--- config.mk ---
export PLATFORM = sky130hd
export DESIGN_NAME = cpu6_memarb
export DESIGN_NICKNAME = d
export VERILOG_FILES = /design/src/rtl/cpu6_memarb.sv
export SDC_FILE = /design/constraint.sdc
export NUM_CORES = 1
export LEC_CHECK = 0
export ABC_AREA = 1
export BUFFER_PORTS_ARGS = -buffer_cell sky130_fd_sc_hd__buf_4
export CAP_MARGIN = 20
export CORE_MARGIN = 5
export CORE_UTILIZATION = 47
export CTS_CLUSTER_DIAMETER = 40
export CTS_CLUSTER_SIZE = 24
export DETAILED_ROUTE_END_ITERATION = 16
export GPL_TIMING_DRIVEN = 0
export PLACE_DENSITY = 0.84
export RECOVER_POWER = 100
export SLEW_MARGIN = 20
export SYNTH_ARGS = -nofsm -noshare
export SYNTH_HDL_FRONTEND = slang
export SYNTH_SLANG_ARGS = --single-unit
--- constraint.sdc ---
create_clock -name clk -period 1.56 [get_ports clk]
set_input_delay 0.078 -clock clk [delete_from_list [all_inputs] [get_ports clk]]
set_output_delay 0.078 -clock clk [all_outputs]
set_load 0.02 [all_outputs]
--- src/rtl/cpu6_memarb.sv ---
`default_nettype none
// +----------------------------------------------------------------------------+
// | cpu6_memarb : shares one variable-latency memory between fetch (I) and      |
// |               load/store (D). CPU6_MEMARB_RR_EN selects round-robin ties.   |
// | Rev 1.0                                                                    |
// +----------------------------------------------------------------------------+
module cpu6_memarb #(
    parameter int XLEN = 32
) (
    input  logic            clk,
    input  logic            reset,
    input  logic            i_req,
    input  logic [XLEN-1:0] i_addr,
    output logic            i_done,
    output logic [XLEN-1:0] i_rdata,
    input  logic            d_req,
    input  logic            d_we,
    input  logic [XLEN-1:0] d_addr,
    input  logic [XLEN-1:0] d_wdata,
    output logic            d_done,
    output logic [XLEN-1:0] d_rdata,
    output logic            m_req,
    output logic            m_we,
    output logic [XLEN-1:0] m_addr,
    output logic [XLEN-1:0] m_wdata,
    input  logic            m_ready,
    input  logic [XLEN-1:0] m_rdata
);

    typedef enum logic [1:0] {
        S_IDLE = 2'd0,
        S_BUSY = 2'd1,
        S_RESP = 2'd2
    } state_t;

    localparam logic OWN_I = 1'b0;
    localparam logic OWN_D = 1'b1;

    state_t          state_q;
    logic            owner_q;
    logic            m_req_q;
    logic            m_we_q;
    logic [XLEN-1:0] m_addr_q;
    logic [XLEN-1:0] m_wdata_q;
    logic            i_done_q;
    logic            d_done_q;
    logic [XLEN-1:0] i_rdata_q;
    logic [XLEN-1:0] d_rdata_q;
    logic            pick_dport;

`ifdef CPU6_MEMARB_RR_EN
    // On a tie the port that was not served last wins.
    assign pick_dport = d_req & (~i_req | (owner_q == OWN_I));
`else
    assign pick_dport = d_req;
`endif

    always_ff @(posedge clk or negedge reset) begin
        if (!reset) begin
            state_q   <= S_IDLE;
            owner_q   <= OWN_I;
            m_req_q   <= 1'b0;
            m_we_q    <= 1'b0;
            m_addr_q  <= '0;
            m_wdata_q <= '0;
            i_done_q  <= 1'b0;
            d_done_q  <= 1'b0;
            i_rdata_q <= '0;
            d_rdata_q <= '0;
        end else begin
            case (state_q)
                S_IDLE: begin
                    i_done_q <= 1'b0;
                    d_done_q <= 1'b0;
                    if (i_req || d_req) begin
                        state_q <= S_BUSY;
                        m_req_q <= 1'b1;
                        if (pick_dport) begin
                            owner_q   <= OWN_D;
                            m_we_q    <= d_we;
                            m_addr_q  <= d_addr;
                            m_wdata_q <= d_wdata;
                        end else begin
                            owner_q   <= OWN_I;
                            m_we_q    <= 1'b0;
                            m_addr_q  <= i_addr;
                            m_wdata_q <= '0;
                        end
                    end
                end
                S_BUSY: begin
                    if (m_ready) begin
                        state_q <= S_RESP;
                        m_req_q <= 1'b0;
                        if (owner_q == OWN_I) begin
                            i_done_q  <= 1'b1;
                            i_rdata_q <= m_rdata;
                        end else begin
                            d_done_q <= 1'b1;
                            if (!m_we_q) begin
                                d_rdata_q <= m_rdata;
                            end
                        end
                    end
                end
                S_RESP: begin
                    // No re-arbitration here so a still-high req is not granted twice.
                    state_q  <= S_IDLE;
                    i_done_q <= 1'b0;
                    d_done_q <= 1'b0;
                end
                default: begin
                    state_q  <= S_IDLE;
                    m_req_q  <= 1'b0;
                    i_done_q <= 1'b0;
                    d_done_q <= 1'b0;
                end
            endcase
        end
    end

    assign m_req   = m_req_q;
    assign m_we    = m_we_q;
    assign m_addr  = m_addr_q;
    assign m_wdata = m_wdata_q;
    assign i_done  = i_done_q;
    assign d_done  = d_done_q;
    assign i_rdata = i_rdata_q;
    assign d_rdata = d_rdata_q;

endmodule
`default_nettype wire

==> flow_summary.yaml <==
power:
  power.net_switching_mw: 7.55
  ir_drop_v: 0.000877
  p_int_mw: 9.61
  p_sw_share_pct: 44.0
  clock_power_share_pct: 23.6
  cellLeakagePower_nw: 4.77
  seqPwrFrac_pct: 34.9
  power.density_mw_per_mm2: 1920
  pwr-share-comb_pct: 41.4
critical_path:
  path_max_fanout: 10
  reg2reg_to: "m_wdata[22]$_DFFE_PN0P_"
  required_ns: 1.84
  rr_worst_depth: 6
  critPathArrivalTime_ns: 1.74
  critPathCaptureType: "register"
  reg2reg_from: "state_q[1]$_DFFE_PN0P_"
  crit_path_start_kind: "register"
  critPathKind: "reg2reg"
  regToRegSetupSlack_ns: 0.1
global_route:
  grt_antenna_before_repair: 1
  grt.overflow.total: 0
  grt_pass1_wl_mm: 32.8
  track_usage_pct: 29.2
  grt_max_degree: 81
  grt_pass1_vias: 6457
synth:
  synth_fp_nets: 821
  ys.flop_type: "dfrtp_1"
  synth-async-reset-ratio_pct: 100
  synth.avg_cell_area_um2: 8.20
  synth_area_leaders: "dfrtp_1 (60%), nand2_1 (24%), nand3_1 (5.9%)"
  synthTopCellsByCount: "nand2_1 (361), dfrtp_1 (135), nand3_1 (67)"
  synth.distinct_cells: 14
  synth-edff-count: 0
  seq_area_frac_synth_pct: 59.9
  ys_ff_latch: 135
  postSynthCellCount: 687
  synth.most_common_cell: "nand2_1"
  yosysTopAreaCellShare_pct: 59.9
  yosysTopAreaCell: "dfrtp_1"
  syn_area_mm2: 0.00564
  yosys_warnings: 0
clocking:
  htreeDepth: 4
  root_buffer: "clkbuf_16"
  cts.sinks: 135
  cts_tree: "built"
  post_cts_buffers: 0
  cts_buffers: 17
  cts_buffer_depth: 2
  clkLatencyLatePin_ns: 0.41
  path_clk_slew_ns: 0.06
place:
  gp_congestion: 0.828
  hpwl_mm: 12.8
  place_ws_ns: 0.0932
  port_buffers: 264
floorplan:
  start_util_pct: 47.5
  coreArea_mm2: 0.0119
  die_y_um: 120
  io_pins: 266
  die-area_mm2: 0.0143
  die_w_um: 120
  rows: 40
sta:
  finalCritPeriodShare_pct: 93.6
  setup_slack_ns: 0.0997
  hold_viol: 0
  fmax_mhz: 685
  whs_ns: 0.00838
  fin_crit_ns: 1.46
  relSlewSlack_pct: 48.3
  worst-slew-pin-transition_ns: 0.776
  setup_viol_count_final: 0
  drv_slew: 0
  clock_skew_ns: 0.00742
detailed_routing:
  wl_met1_mm: 7.66
  wl_met2_mm: 10.4
  wl_per_cell_um: 17.1
  top_layer_used: "met4"
  vias_per_cell: 5.09
  route.met3.wl_mm: 1.94
  drtIter0Drc: 637
  route.detailed.drc: 0
  vias: 6260
  totalWireLength_mm: 21.0
  dr.pass1.iters: 7
  ant_nets: 0
worst_hold_path:
  holdPathEnd: "m_addr[23]$_DFFE_PN0P_"
  min_from: "i_addr[23]"
  holdPathStages: 5
  hp-class: "in2reg"
job:
  cap_viol_max_count: 0
status:
  status: "finished, final reports clean"
finish:
  syn_to_final_growth_pct: 58.2
  drive_above_1_share_pct: 18.6
  final_nets: 1203
-- state kept, by name, summed over array words and instances (netlist names), 2 cells and up --
| signal | count |
|---|---|
| state_q | 2 |
| m_wdata | 32 |
| m_addr | 32 |
| d_rdata | 32 |
| i_rdata | 32 |
-- cell usage in the layout, fill, tap and decap left out, drive strengths merged --
cell	Yosys	routed
nand2	361	361
clkbuf	12	171
buf	27	152
dfrtp	135	135
dlygate4sd3	0	98
nand3	67	67
inv	38	38
o21ai	35	35
nor2	11	11
clkinv	0	7
clkinvlp	0	3
bufinv	0	3
diode	0	1
a21oi	1	1
-- area by class of cell --
cell class                 instances  area (um2)
antenna                            1        2.50
buffer                            39         183
clock buffer                      19         443
clock inverter                    13         155
fill                             878        2940
inverter                          38         143
multi-input combinational        475        1940
sequential                       135        3380
tap                              147         184
timing repair buffer             363        2490
-- per-layer routing --
metal | global-route usage (%) | vias up
li1 | - | 2887
met1 | 33.2 | 2910
met2 | 49.8 | 381
met3 | 8.77 | 82
met4 | 15.0 | 0
met5 | 0 | -
-- stage by stage --
| step | std cells | area (um2) | setup TNS, ns | util (%) | power, mW |
|---|---|---|---|---|---|
| final | 1230 | 8920 | 0 | 75.2 | 17.2 |
| after global routing | 1230 | 8920 | -0.000746 | 75.2 | 18.2 |
| after CTS | 1229 | 9420 | 0 | 79.4 | 18.3 |
| after detailed placement | 1099 | 7840 | 0 | 66.1 | 14.0 |
| after global placement | 1098 | 7800 | -10.98 | 65.8 | 13.7 |
| after floorplan | 687 | 5640 | 0 | - | 10.2 |
-- worst max-delay path, stage by stage, from the launching register on --
cell	delay, ns
dfrtp_1	0.44
nor2_4	0.26
o21ai_2	0.11
buf_4	0.19
buf_2	0.20
nand2_1	0.08
nand2_1	0.06
-- cells by family after synthesis --
family / synth area share, %
AO/OA/AOI/OAI: 3.26
AND/OR/NAND/NOR: 31.0
buffers and inverters: 5.77
flip-flops: 59.9
-- worst max-delay path by stage --
stage | start | to | slack [ns] | cells past startpoint
global placement | reset | m_addr[22]$_DFFE_PN0P_ | -0.09 | 1
CTS | owner_q$_DFFE_PN0P_ | i_rdata[7]$_DFFE_PN0P_ | 0.07 | 5
floorplan | state_q[1]$_DFFE_PN0P_ | m_addr[0]$_DFFE_PN0P_ | 0.35 | 6
global route | state_q[1]$_DFFE_PN0P_ | m_wdata[22]$_DFFE_PN0P_ | -0.0007 | 6
finish | state_q[1]$_DFFE_PN0P_ | m_wdata[22]$_DFFE_PN0P_ | 0.1 | 6
detailed placement | state_q[1]$_DFFE_PN0P_ | m_wdata[25]$_DFFE_PN0P_ | 0.09 | 6
-- power groups by stage --
stage	clock network, mW	logic, mW	registers [mW]
5_1_grt	4.25	7.76	6.18
3_3_place_gp	0	7.80	5.93
6_report	4.05	7.11	6.00
4_1_cts	4.08	8.22	5.97
3_5_place_dp	0	7.98	5.99
2_1_floorplan	0	2.40	7.77
-- what timing repair did --
item,4_1_cts,5_1_grt
endpoints found under the hold margin,179,0
hold buffers,98,0
endpoints found under the setup margin,0,54
gates resized for setup,0,3
(Power assumes the default switching activity.)
